**src/rtl/uart_mmio_pkg.sv**
```systemverilog
// Shared constants and types for the memory-mapped UART controller:
// register indices, STATUS bit positions, IEN bits and the sticky flag struct.
package uart_mmio_pkg;

  localparam logic [2:0] STATUS_IDX = 3'd0;
  localparam logic [2:0] RX_IDX     = 3'd1;
  localparam logic [2:0] TX_IDX     = 3'd2;
  localparam logic [2:0] CYCLE_IDX  = 3'd3;
  localparam logic [2:0] IEN_IDX    = 3'd4;

  localparam int ST_TX_READY = 0;
  localparam int ST_RX_VALID = 1;
  localparam int ST_TX_OVF   = 2;
  localparam int ST_RX_OVR   = 3;
  localparam int ST_RX_UDF   = 4;
  localparam int ST_RX_CNT   = 8;
  localparam int ST_TX_FREE  = 16;

  localparam int IEN_RX = 0;
  localparam int IEN_TX = 1;

  // Packed so that the struct lines up bit-for-bit with STATUS[4:2].
  typedef struct packed {
    logic rxUnderflow;
    logic rxOverrun;
    logic txOverflow;
  } flags_t;

  function automatic logic [7:0] sat8(input logic [15:0] v);
    return (v > 16'd255) ? 8'hFF : v[7:0];
  endfunction

endpackage

```
**src/rtl/uart_mmio_ctrl_if.sv**
```systemverilog
// CPU memory-stage bus plus byte-wide UART TX/RX handshakes for uart_mmio_ctrl.
// Handshake rule: a byte moves on a rising clk edge only when valid & ready are both
// high in that cycle; valid never depends on ready, and ready never depends on valid.
interface uart_mmio_ctrl_if #(parameter int DATA_W = 8);
  logic              stall;
  logic [4:0]        addr;
  logic              re;
  logic              we;
  logic [31:0]       wdata;
  logic [31:0]       rdata;
  logic              irq;
  logic [DATA_W-1:0] uart_tx_data;
  logic              uart_tx_valid;
  logic              uart_tx_ready;
  logic [DATA_W-1:0] uart_rx_data;
  logic              uart_rx_valid;
  logic              uart_rx_ready;

  modport slave (
    input  stall, addr, re, we, wdata, uart_tx_ready, uart_rx_data, uart_rx_valid,
    output rdata, irq, uart_tx_data, uart_tx_valid, uart_rx_ready
  );

  modport master (
    output stall, addr, re, we, wdata, uart_tx_ready, uart_rx_data, uart_rx_valid,
    input  rdata, irq, uart_tx_data, uart_tx_valid, uart_rx_ready
  );
endinterface

```
**src/rtl/sync_fifo.sv**
```systemverilog
// Single-clock first-word-fall-through FIFO; push is ignored when full and pop when empty,
// so full/empty are the only gating a caller needs.
module sync_fifo #(
  parameter int DEPTH = 8,
  parameter int WIDTH = 8
) (
  input  logic                     clk,
  input  logic                     rst_n,
  input  logic                     push,
  input  logic                     pop,
  input  logic [WIDTH-1:0]         din,
  output logic [WIDTH-1:0]         dout,
  output logic                     full,
  output logic                     empty,
  output logic [$clog2(DEPTH):0]   count
);
  localparam int AW = $clog2(DEPTH);
  localparam int CW = AW + 1;

  logic [WIDTH-1:0] mem [DEPTH];
  logic [AW-1:0]    wrPtr;
  logic [AW-1:0]    rdPtr;
  logic             doPush;
  logic             doPop;

  assign full   = (count == CW'(DEPTH));
  assign empty  = (count == '0);
  assign doPush = push & ~full;
  assign doPop  = pop & ~empty;
  assign dout   = mem[rdPtr];

  // Pointers are exactly log2(DEPTH) bits, so they wrap modulo DEPTH on their own.
  always_ff @(posedge clk or negedge rst_n) begin
    if (!rst_n) begin
      wrPtr <= '0;
      rdPtr <= '0;
      count <= '0;
    end else begin
      if (doPush) wrPtr <= wrPtr + 1'b1;
      if (doPop)  rdPtr <= rdPtr + 1'b1;
      case ({doPush, doPop})
        2'b10:   count <= count + 1'b1;
        2'b01:   count <= count - 1'b1;
        default: count <= count;
      endcase
    end
  end

  always_ff @(posedge clk) begin
    if (doPush) mem[wrPtr] <= din;
  end

endmodule

```
**src/rtl/uart_mmio_ctrl.sv**
```systemverilog
// Memory-mapped UART controller: RX/TX FIFOs, sticky error flags, free-running cycle
// counter and a maskable level interrupt. CPU-side side effects are gated by stall.
module uart_mmio_ctrl
  import uart_mmio_pkg::*;
#(
  parameter int RX_DEPTH = 8,
  parameter int TX_DEPTH = 8,
  parameter int DATA_W   = 8,
  parameter int CNT_W    = 32
) (
  input logic              clk,
  input logic              rst_n,
  uart_mmio_ctrl_if.slave  bus
);
  localparam int RX_CW = $clog2(RX_DEPTH) + 1;
  localparam int TX_CW = $clog2(TX_DEPTH) + 1;

  logic [2:0]        idx;
  logic              rdAcc;
  logic              wrAcc;
  logic              rxPop;
  logic              txPush;
  logic              rxFull;
  logic              rxEmpty;
  logic              txFull;
  logic              txEmpty;
  logic [RX_CW-1:0]  rxCount;
  logic [TX_CW-1:0]  txCount;
  logic [DATA_W-1:0] rxDout;
  logic [DATA_W-1:0] txDout;
  flags_t            flags;
  flags_t            flagsNext;
  logic [1:0]        ien;
  logic [CNT_W-1:0]  cycleCnt;
  logic [31:0]       statusVal;
  logic [31:0]       readVal;
  logic              unusedBits;

  assign idx        = bus.addr[4:2];
  assign rdAcc      = bus.re & ~bus.stall;
  assign wrAcc      = bus.we & ~bus.stall;
  assign rxPop      = rdAcc & (idx == RX_IDX);
  assign txPush     = wrAcc & (idx == TX_IDX);
  assign unusedBits = ^{bus.addr[1:0], bus.wdata[31:DATA_W]};

  // RX push is offered every cycle; the FIFO refuses it when full, matching uart_rx_ready.
  sync_fifo #(.DEPTH(RX_DEPTH), .WIDTH(DATA_W)) rxFifo (
    .clk   (clk),
    .rst_n (rst_n),
    .push  (bus.uart_rx_valid),
    .pop   (rxPop),
    .din   (bus.uart_rx_data),
    .dout  (rxDout),
    .full  (rxFull),
    .empty (rxEmpty),
    .count (rxCount)
  );

  sync_fifo #(.DEPTH(TX_DEPTH), .WIDTH(DATA_W)) txFifo (
    .clk   (clk),
    .rst_n (rst_n),
    .push  (txPush),
    .pop   (bus.uart_tx_ready),
    .din   (bus.wdata[DATA_W-1:0]),
    .dout  (txDout),
    .full  (txFull),
    .empty (txEmpty),
    .count (txCount)
  );

  assign bus.uart_rx_ready = ~rxFull;
  assign bus.uart_tx_valid = ~txEmpty;
  assign bus.uart_tx_data  = txDout;

  always_comb begin
    statusVal                    = '0;
    statusVal[ST_TX_READY]       = ~txFull;
    statusVal[ST_RX_VALID]       = ~rxEmpty;
    statusVal[ST_TX_OVF]         = flags.txOverflow;
    statusVal[ST_RX_OVR]         = flags.rxOverrun;
    statusVal[ST_RX_UDF]         = flags.rxUnderflow;
    statusVal[ST_RX_CNT +: 8]    = sat8(16'(rxCount));
    statusVal[ST_TX_FREE +: 8]   = sat8(16'(TX_DEPTH) - 16'(txCount));
  end

  always_comb begin
    readVal = '0;
    case (idx)
      STATUS_IDX: readVal = statusVal;
      RX_IDX:     readVal = rxEmpty ? 32'd0 : 32'(rxDout);
      CYCLE_IDX:  readVal = 32'(cycleCnt);
      IEN_IDX:    readVal = {30'd0, ien};
      default:    readVal = '0;
    endcase
  end

  // W1C first, then the set conditions, so a same-cycle set wins over the clear.
  always_comb begin
    flagsNext = flags;
    if (wrAcc && idx == STATUS_IDX)
      flagsNext = flags_t'(flags & ~bus.wdata[ST_RX_UDF:ST_TX_OVF]);
    if (txPush && txFull)                flagsNext.txOverflow  = 1'b1;
    if (bus.uart_rx_valid && rxFull)     flagsNext.rxOverrun   = 1'b1;
    if (rxPop && rxEmpty)                flagsNext.rxUnderflow = 1'b1;
  end

  always_ff @(posedge clk or negedge rst_n) begin
    if (!rst_n) begin
      bus.rdata <= '0;
      bus.irq   <= 1'b0;
      flags     <= '0;
      ien       <= '0;
      cycleCnt  <= '0;
    end else begin
      flags   <= flagsNext;
      bus.irq <= (ien[IEN_RX] & ~rxEmpty) | (ien[IEN_TX] & txEmpty);
      if (rdAcc) bus.rdata <= readVal;
      if (wrAcc && idx == IEN_IDX) ien <= bus.wdata[1:0];
      if (wrAcc && idx == CYCLE_IDX) cycleCnt <= '0;
      else                           cycleCnt <= cycleCnt + 1'b1;
    end
  end

endmodule

```
**src/flat_wrapper.sv**
```systemverilog
// flat-port wrapper written by rule: the top's interface ports become plain ports
module uart_mmio_ctrl_flat import uart_mmio_pkg::*;
#(
  parameter int RX_DEPTH = 8,
  parameter int TX_DEPTH = 8,
  parameter int DATA_W   = 8,
  parameter int CNT_W    = 32
)
  (clk, rst_n, bus_stall, bus_addr, bus_re, bus_we, bus_wdata, bus_uart_tx_ready, bus_uart_rx_data, bus_uart_rx_valid, bus_rdata, bus_irq, bus_uart_tx_data, bus_uart_tx_valid, bus_uart_rx_ready);
  uart_mmio_ctrl_if #(.DATA_W(DATA_W)) bus_i ();
  input logic clk;
  input logic rst_n;
  input wire logic [$bits(bus_i.stall)-1:0] bus_stall;
  input wire logic [$bits(bus_i.addr)-1:0] bus_addr;
  input wire logic [$bits(bus_i.re)-1:0] bus_re;
  input wire logic [$bits(bus_i.we)-1:0] bus_we;
  input wire logic [$bits(bus_i.wdata)-1:0] bus_wdata;
  input wire logic [$bits(bus_i.uart_tx_ready)-1:0] bus_uart_tx_ready;
  input wire logic [$bits(bus_i.uart_rx_data)-1:0] bus_uart_rx_data;
  input wire logic [$bits(bus_i.uart_rx_valid)-1:0] bus_uart_rx_valid;
  output wire logic [$bits(bus_i.rdata)-1:0] bus_rdata;
  output wire logic [$bits(bus_i.irq)-1:0] bus_irq;
  output wire logic [$bits(bus_i.uart_tx_data)-1:0] bus_uart_tx_data;
  output wire logic [$bits(bus_i.uart_tx_valid)-1:0] bus_uart_tx_valid;
  output wire logic [$bits(bus_i.uart_rx_ready)-1:0] bus_uart_rx_ready;
  assign bus_i.stall = bus_stall;
  assign bus_i.addr = bus_addr;
  assign bus_i.re = bus_re;
  assign bus_i.we = bus_we;
  assign bus_i.wdata = bus_wdata;
  assign bus_i.uart_tx_ready = bus_uart_tx_ready;
  assign bus_i.uart_rx_data = bus_uart_rx_data;
  assign bus_i.uart_rx_valid = bus_uart_rx_valid;
  assign bus_rdata = bus_i.rdata;
  assign bus_irq = bus_i.irq;
  assign bus_uart_tx_data = bus_i.uart_tx_data;
  assign bus_uart_tx_valid = bus_i.uart_tx_valid;
  assign bus_uart_rx_ready = bus_i.uart_rx_ready;
  uart_mmio_ctrl #(.RX_DEPTH(RX_DEPTH), .TX_DEPTH(TX_DEPTH), .DATA_W(DATA_W), .CNT_W(CNT_W)) u_core (.clk(clk), .rst_n(rst_n), .bus(bus_i));
endmodule
```
**config.mk**
```make
export PLATFORM = sky130hd
export DESIGN_NAME = uart_mmio_ctrl_flat
export DESIGN_NICKNAME = d
export VERILOG_FILES = /design/src/rtl/uart_mmio_pkg.sv /design/src/rtl/uart_mmio_ctrl_if.sv /design/src/rtl/sync_fifo.sv /design/src/rtl/uart_mmio_ctrl.sv /design/src/flat_wrapper.sv
export SDC_FILE = /design/constraint.sdc
export NUM_CORES = 1
export LEC_CHECK = 0
export CAP_MARGIN = 40
export CELL_PAD_IN_SITES_DETAIL_PLACEMENT = 1
export CELL_PAD_IN_SITES_GLOBAL_PLACEMENT = 1
export CORE_MARGIN = 3
export CORE_UTILIZATION = 47
export DETAILED_ROUTE_END_ITERATION = 10
export PLACE_DENSITY_LB_ADDON = 0.1
export SYNTH_ARGS = -nofsm -noshare
export SYNTH_HDL_FRONTEND = slang
export SYNTH_HIERARCHICAL = 1
export SYNTH_SLANG_ARGS = --single-unit
```
**constraint.sdc**
```tcl
create_clock -name clk -period 3.5 [get_ports clk]
set_input_delay 0.35 -clock clk [delete_from_list [all_inputs] [get_ports clk]]
set_output_delay 0.35 -clock clk [all_outputs]
set_load 0.01 [all_outputs]
```
== After elaboration in Yosys (flattened, before gate mapping) ==
Memories as Yosys holds them, arrays and structs flattened.
Index checks and enable logic that the tools add are counted.

* Memories: 2
* Output and inout port bits: 43
* Bits in registers: 90
* Bits in writable memories: 128
* Logic and storage cells: 82
* Input bits: 52

* Reduce and logical (&&, ||, !) cells: 14
* Magnitude comparators: 1
* Eq/ne operators: 10
* Multiplexer cells: 14
* Bitwise logic cells: 18
* Add/sub/neg operators: 10

{| class="wikitable"
|+ Memory list
! memory !! words !! width !! rd ports !! clocked after memory_dff !! write ports !! line !! RTL
|-
| u_core.rxFifo.mem || 8 || 8 || 1 || 0 || 1 || sync_fifo.sv:20 || <nowiki>logic [WIDTH-1:0] mem [DEPTH];</nowiki>
|-
| u_core.txFifo.mem || 8 || 8 || 1 || 0 || 1 || sync_fifo.sv:20 ||
|}

{| class="wikitable"
|+ Operators with widths
! operator !! number
|-
| case mux 32 bit (4 select lines) || 1
|-
| adder 32 x 1 -> 32 bit (second input constant) || 1
|-
| two-way mux 32 bit || 1
|-
| greater-than comparator 16 x 8 -> 1 bit (second input constant) || 1
|-
| two-way mux 8 bit || 2
|-
| case mux 4 bit (2 select lines) || 2
|-
| adder 3 x 1 -> 3 bit (second input constant) || 4
|-
| bitwise AND 1 bit || 10
|-
| nonzero test 2 bit || 5
|-
| adder 4 x 1 -> 4 bit (second input constant) || 2
|-
| == test 4 bit (second input constant) || 2
|-
| zero test 4 bit || 2
|-
| subtractor 4 x 1 -> 4 bit (second input constant) || 2
|-
| two-way mux 1 bit || 7
|-
| == test 3 x 2 -> 1 bit (second input constant) || 2
|-
| logical AND 1 bit || 6
|-
| NOT 1 bit || 5
|-
| subtractor 4 x 4 -> 5 bit (first input constant) || 1
|-
| == test 2 x 1 -> 1 bit (second input constant) || 2
|-
| == test 2 bit (second input constant) || 2
|-
| bitwise AND 3 bit || 1
|-
| == test 3 x 1 -> 1 bit (second input constant) || 1
|-
| == test 3 bit (second input constant) || 1
|-
| zero test 3 bit || 1
|-
| 3 further kinds || 3
|}

== Depth between registers and ports, before layout ==
Gate-level depths: netlist (run 1).

* Depth after elaboration: 6
* Gate-level depth with buffers: 10
* Gate-level depth less buffers: 9

== Hierarchy ==
Netlist (run 1), hierarchy kept.

{| class="wikitable"
|+ By module, submodules not included
! module !! cells an instance !! area each (um^2) !! seq. area each (um^2) !! times used
|-
| sync_fifo || 160 || 3124.2 || 2172.1 || 2
|-
| uart_mmio_ctrl || 370 || 3412.0 || 1751.7 || 1
|}

== Worst setup path before layout (run 1) ==
OpenSTA, ideal clock, no wires.

* Path kind: reg2reg
* Start: register u_core.txFifo.count[0]
* End: register u_core.txFifo.count[3]
* Library setup time: 0.134 ns
* Clock period less this slack: 2.728 ns
* Data required time: 3.366 ns
* Buffers on the path: 0
* Data arrival time: 2.594 ns
* Slack: 0.772 ns
* Stages on the path, launching flop included: 8
* Cells stage by stage: dfrtp_1 -> o41ai_1 -> inv_1 -> ha_1 -> ha_1 -> or4b_2 -> o311ai_0 -> o211ai_1

* Word-level cells in the longest chain between the ends: 5
* Elaborated cells on any way between the ends: 12
* Those cells by class: add/sub: 2; eq/ne: 3; mux: 1; bitwise: 4; reduce/logical: 2

{| class="wikitable"
|+ Ends and longest elaborated chain
! what !! line !! RTL
|-
| from (decl) || sync_fifo.sv:15 || <nowiki>output logic [$clog2(DEPTH):0] count</nowiki>
|-
| from (signal assigned) || sync_fifo.sv:42 || <nowiki>2'b10: count <= count + 1'b1;</nowiki>
|-
| from (signal assigned) || sync_fifo.sv:43 || <nowiki>2'b01: count <= count - 1'b1;</nowiki>
|-
| from (signal assigned) || sync_fifo.sv:44 || <nowiki>default: count <= count;</nowiki>
|-
| zero test 4 bit * || sync_fifo.sv:27 || <nowiki>assign empty = (count == '0);</nowiki>
|-
| NOT 1 bit * || sync_fifo.sv:29 || <nowiki>assign doPop = pop & ~empty;</nowiki>
|-
| bitwise AND 1 bit * || sync_fifo.sv:29 ||
|-
| named net u_core.txFifo.doPop || sync_fifo.sv:24 || <nowiki>logic doPop;</nowiki>
|-
| == test 2 x 1 -> 1 bit / == test 2 bit (equally long branches) || sync_fifo.sv:41 || <nowiki>case ({doPush, doPop})</nowiki>
|-
| case mux 4 bit (2 select lines) / nonzero test 2 bit (equally long branches) || n/a ||
|}

The timed path passes the listed nets; every way through them passes the cells marked *.
A chain may end at the register's enable or synchronous reset.

== Final worst setup path (run 1) ==
* Start: register u_core.txFifo.count[1]
* End: register u_core.txFifo.count[3]

Same word-level chain as after synthesis.

==> results of run 1 <==
-- logic make-up (layout without fill, tap and decap cells) --
kind of cell             count (synthesis)  count (layout)  share of synthesized area
flip-flops                             218             218                      0.631
AND/OR/NAND/NOR                        211             211                      0.112
AO/OA/AOI/OAI                          105             105                     0.0671
multiplexers                            58              58                      0.117
buffers and inverters                   57             160                     0.0286
XOR/XNOR                                27              27                     0.0245
adder cells (fa/ha/maj)                 14              14                     0.0197
-- cell usage after synthesis, types with 3 or more instances --
cell type  instances
edfxtp_1         128
dfrtp_1           90
nand2_1           75
o21ai_0           42
nor2_1            33
mux4_1            32
a21oi_1           25
clkbuf_1          24
mux2_2            23
nand3_1           21
inv_1             18
xnor2_1           18
ha_1              12
nand4_1           10
nor3_1            10
or3_1              9
xor2_1             9
nand2b_1           8
a22o_1             7
a22oi_1            7
nor3b_1            7
or4_1              7
buf_2              6
and3_1             5
nor4_1             5
and2_1             4
and4_1             4
buf_1              4
o31ai_1            4
buf_6              3
mux2i_1            3
o211ai_1           3
-- state kept, by name, indices dropped and copies added, names as in the netlist --
signal and cells:
u_core/rxFifo/rdPtr 3, u_core/rxFifo/wrPtr 3, u_core/txFifo/wrPtr 3, u_core/txFifo/rdPtr 3, u_core/rxFifo/count 4, u_core/ien 2
u_core/rxFifo/mem 64, u_core/txFifo/count 4, u_core/txFifo/mem 64, u_core/cycleCnt 32, u_core/flags 3, u_core/bus.rdata 32
u_core/bus.irq 1
-- power breakdown --
part	switching [mW]	internal, mW	leakage, nW
Clock	0.995	1.35	0.344
Sequential	0.482	3.11	2.33
Combinational	0.912	1.06	1.57
Total	2.39	5.52	4.25
-- final cells by class --
type                       instances  area, um^2
sequential                       218        6100
tap                              265         332
clock buffer                      29         629
timing repair buffer             102         936
clock inverter                    11        98.8
multi-input combinational        415        3290
fill                            1933        8400
inverter                          18        67.6
-- path summary, 6_finish.rpt --
| check | from | to | slack, ns |
|---|---|---|---|
| max | u_core/txFifo/count[1] | u_core/txFifo/count[3] | 0.30 |
| min | rst_n | u_core/bus.rdata[30] | 0.41 |
| max reg2reg | u_core/txFifo/count[1] | u_core/txFifo/count[3] | 0.30 |
| min reg2reg | u_core/bus.rdata[29] | u_core/bus.rdata[29] | 0.48 |
| max in group asynchronous | rst_n | u_core/rxFifo/rdPtr[1] | 2.29 |
| min in group clk | u_core/bus.rdata[29] | u_core/bus.rdata[29] | 0.48 |
-- through the flow --
| step | cell area (um^2) | utilization | instances | worst slack, ns | total power, mW |
|---|---|---|---|---|---|
| final | 11400 | 0.577 | 1058 | 0.300 | 7.91 |
| after global routing | 11400 | 0.577 | 1058 | 0.172 | 8.35 |
| after CTS | 11400 | 0.576 | 1057 | 0.336 | 8.01 |
| after detailed placement | 10700 | 0.539 | 1016 | 0.168 | 5.63 |
| after global placement | 10700 | 0.538 | 1013 | 0.270 | 5.47 |
| after floorplan | 9660 | - | 690 | 0.772 | 4.85 |
-- worst register-to-register path, stage by stage (launching register included) --
cell and delay, ns:
dfrtp_1 0.47, o41ai_1 0.76, inv_1 0.21, ha_1 0.35, ha_1 0.39, or4b_2 0.64
o311ai_0 0.13, o211ai_1 0.13
-- routing by layer --
metal  wire length [um]  vias up  GRT usage
met5                 24        -          0
met4                282        4     0.0412
met3               1050       30     0.0374
met2              11500      137      0.356
met1               9910     3144      0.283
li1                   -     2800          -
==> results.yml, run 1 <==
detailed_routing:
  drtIter0Drc: 301
  drt-pass1-iter-count: 4
  avgViaCountPerCell: 5.78
  ant_nets: 0
  drt-total-wl_mm: 22.8
  vias: 6115
  route.detailed.drc: 0
  wl_per_cell_um: 21.6
synthesis:
  synth_area_per_cell_um2: 14.0
  synth_edf_count: 128
  synthCells: 690
  synth_fp_nets: 756
  yosysTopAreaCell: "edfxtp_1"
  synth_top_area_frac: 0.398
  synth-async-reset-ratio: 0.413
  synth_cell_types: 52
  ys_seq_area_frac: 0.631
  synth_area_leaders: "edfxtp_1 40%, dfrtp_1 23%, mux4_1 8.7%"
  synth_area_mm2: 0.00966
  synth-seq-cells: 218
  ys_warn_count: 6
  synth-main-ff-cell: "edfxtp_1"
flow_run:
  drv_cap: 0
setup_path:
  crit_type: "register to register"
  worst-endpoint-required_ns: 3.89
  slowest_delay_ns: 0.76
  arrival_ns: 3.59
  worst-path-max-fanout: 9
  crit_cells: 7
  cp_top_family: "compound AO/OA/AOI/OAI gates"
  reg2reg_depth: 7
  crit_path_end_kind: "register"
  crit_chain: "o41ai_1 > inv_1 > ha_1 > ha_1 > or4b_2 > o311ai_0 > o211ai_1"
  cp_common_cell: "ha_1"
  cp_slowest_cell: "o41ai_1"
  cp-start-kind: "register"
  cp.buffers_inverters: 1
place:
  numPortBuffers: 68
  place_hpwl_mm: 15.3
  place_congestion: 0.800
die:
  fp.dieW_um: 149
  die_h_um: 149
  start_util: 0.487
  ios: 95
  num_rows: 51
  coreArea_mm2: 0.0198
  dieArea_mm2: 0.0223
sta:
  slew_violations: 0
  fmax_mhz: 313
  finalCriticalPeriod_ns: 3.20
  clock_skew_ns: 0.0141
  grt_setup_unrepaired: "false"
  tns_ns: 0
  setup_viol: 0
  holdWs_ns: 0.410
  relSlewSlack: 0.377
  finalCritPeriodShare: 0.914
  finalHoldViolations: 0
  tightest_slew_ns: 0.931
clock_tree:
  cts_setup_buffers: 0
  cts_tree: "done"
  root_buffer: "clkbuf_16"
  clk_pin_slew_worst_paths_ns: 0.07
  numCtsBuffers: 24
  cts_hold_buf: 1
  h-tree-depth: 1
  clkSinkCount: 218
  ctsResizeCount: 0
  max-clock-path-buffers: 3
  insertion_delay_ns: 0.52
finish:
  mostFrequentLayoutCell: "edfxtp_1"
  layout-drive-gt1-share: 0.122
  layout_common_cells: "128 x edfxtp_1, 90 x dfrtp_1, 75 x nand2_1, 67 x clkdlybuf4s50_1, 42 x o21ai_0"
  area_delta_synth_final_pct: 18.5
  nets: 845
  insertedDiodeCount: 0
global_route:
  grt_pass1_vias: 6575
  grt_remaining_overflow: 0
  grt_max_degree: 52
  grt_usage: 0.208
  grt_pass1_wl_mm: 36.4
  antenna_found_initial: 2
pwr:
  ir_worst_vdd_mv: 0.447
  p_leak_nw: 4.25
  pwr_density_cell_mw_per_mm2: 691
outcome:
  status: "finished, final reports clean"
min_path:
  min_path_type: "input port to async pin"
Note: power is estimated with default switching activity, not from simulation.
==> run 2: changes to the inputs <==
Settings changed: RECOVER_POWER set to 50.
==> run 2 against run 1 <==
Effect of this change:
- the flow now finishes with violations (max-capacitance violations, max-slew violations)
- non-clock buffer count unchanged
- critical path depth unchanged
- critical path type unchanged
- power down 0.24%
- wire length down 0.10%
- largest cell class unchanged
- sequential share of layout area up 0.13 points
==> results.yml, run 2 (synthesis results as in run 1) <==
die:
  fp.dieW_um: 149
  die_h_um: 149
  start_util: 0.487
  coreArea_mm2: 0.0198
  ios: 95
  dieArea_mm2: 0.0223
  num_rows: 51
clock_tree:
  insertion_delay_ns: 0.52
  ctsResizeCount: 0
  cts_setup_buffers: 0
  clk_pin_slew_worst_paths_ns: 0.07
  clkSinkCount: 218
  h-tree-depth: 1
  root_buffer: "clkbuf_16"
  numCtsBuffers: 24
  cts_tree: "done"
  max-clock-path-buffers: 3
  cts_hold_buf: 1
detailed_routing:
  ant_nets: 0
  wl_met1_mm: 9.92
  dr_wl_met3_mm: 1.04
  dr_wl_met2_mm: 11.5
  drtIter0Drc: 285
  vias: 6088
  drt-pass1-iter-count: 5
  drt-total-wl_mm: 22.8
  wl_per_cell_um: 21.5
  avgViaCountPerCell: 5.75
  route.detailed.drc: 0
  highest_layer: "met5"
sta:
  relSlewSlack: -0.0178
  holdWs_ns: 0.478
  fmax_mhz: 312
  fin_ws_ns: 0.299
  tightest_slew_ns: 1.53
  setup_viol: 0
  finalCriticalPeriod_ns: 3.20
  grt_setup_unrepaired: "false"
  finalCritPeriodShare: 0.915
  slew_violations: 32
  tns_ns: 0
  finalHoldViolations: 0
  clock_skew_ns: 0.0127
place:
  place_ws_ns: 0.168
  place_inst: 1016
  place_hpwl_mm: 15.3
  numPortBuffers: 68
  place_congestion: 0.800
  dpl-instance-area_mm2: 0.0107
flow_run:
  drv_cap: 1
pwr:
  total_power_mw: 7.89
  p_leak_nw: 4.23
  ir_worst_vdd_mv: 0.446
  pwr_density_cell_mw_per_mm2: 691
global_route:
  grt_remaining_overflow: 0
  grt_max_degree: 52
  grt_pass1_vias: 6575
  antenna_found_initial: 2
  grt_usage: 0.208
  grt_pass1_wl_mm: 36.4
outcome:
  violations: "max-capacitance violations, max-slew violations"
  status: "finished, violations left"
finish:
  insertedDiodeCount: 0
  area_delta_synth_final_pct: 18.2
  final_cells: 1058
  ff_latch_area_mm2: 0.00610
  layout_common_cells: "128 x edfxtp_1, 90 x dfrtp_1, 75 x nand2_1, 50 x clkdlybuf4s50_1, 42 x o21ai_0"
  num-fill-cells: 1936
  top_regs: "u_core/rxFifo/mem x64, u_core/txFifo/mem x64"
  layout-drive-gt1-share: 0.113
  nets: 845
  mostFrequentLayoutCell: "edfxtp_1"
  design_area_mm2: 0.0114
  multi_input_area_mm2: 0.00328
  fin_util: 0.575
setup_path:
  worst-endpoint-required_ns: 3.89
  crit_type: "register to register"
  cp-start-kind: "register"
  crit_path_end_kind: "register"
  worst-path-max-fanout: 9
  startpoint: "u_core/txFifo/count[1]"
  reg2reg_from: "u_core/txFifo/count[1]"
  arrival_ns: 3.59
min_path:
  min_from: "u_core/bus.rdata[29]"
  min_path_type: "register to register"
## run 2: cell types whose count changed in the layout (fill, tap and decap cells not counted)
| cell | change |
|---|---|
| clkdlybuf4s50_1 | -17 |
| dlygate4sd3_1 | +17 |
| buf_4 | -6 |
| clkbuf_1 | +5 |
| or4b_1 | +2 |
| or4b_4 | -2 |
| and2_0 | +1 |
| and2_1 | -1 |
| clkbuf_2 | +1 |
## run 2: critical path, stage by stage, from the launching register on
cell      delay (ns)
dfrtp_1         0.46
o41ai_1         0.76
inv_1           0.21
ha_1            0.35
ha_1            0.38
or4b_2          0.64
o311ai_0        0.15
o211ai_1        0.13
## run 2: path summary, 6_finish.rpt
kind	end	slack (ns)	cells past startpoint
max in group asynchronous	u_core/rxFifo/rdPtr[1]	1.07	3
worst max-delay path	u_core/txFifo/count[3]	0.30	7
worst min register to register	u_core/bus.rdata[29]	0.48	2
min in group asynchronous	u_core/bus.irq	0.67	2
worst max register to register	u_core/txFifo/count[3]	0.30	7
worst min-delay path	u_core/bus.rdata[29]	0.48	2
## run 2: per-layer routing
| layer | GRT usage | up-vias |
|---|---|---|
| met5 | 0 | - |
| met4 | 0.0412 | 4 |
| met3 | 0.0374 | 29 |
| met2 | 0.356 | 130 |
| met1 | 0.283 | 3127 |
| li1 | - | 2798 |
## run 2: final cells by class
class | count | area share
clock inverter | 11 | 0.00866
clock buffer | 29 | 0.0551
inverter | 18 | 0.00592
sequential | 218 | 0.534
timing repair buffer | 102 | 0.0801
multi-input combinational | 415 | 0.287
tap | 265 | 0.0290
## run 2: power by group
part | total, mW | internal (mW) | switching (mW) | leakage [nW]
clock | 2.34 | 1.35 | 0.994 | 0.344
combinational | 1.96 | 1.05 | 0.908 | 1.55
sequential | 3.59 | 3.11 | 0.479 | 2.33
total | 7.89 | 5.51 | 2.38 | 4.23
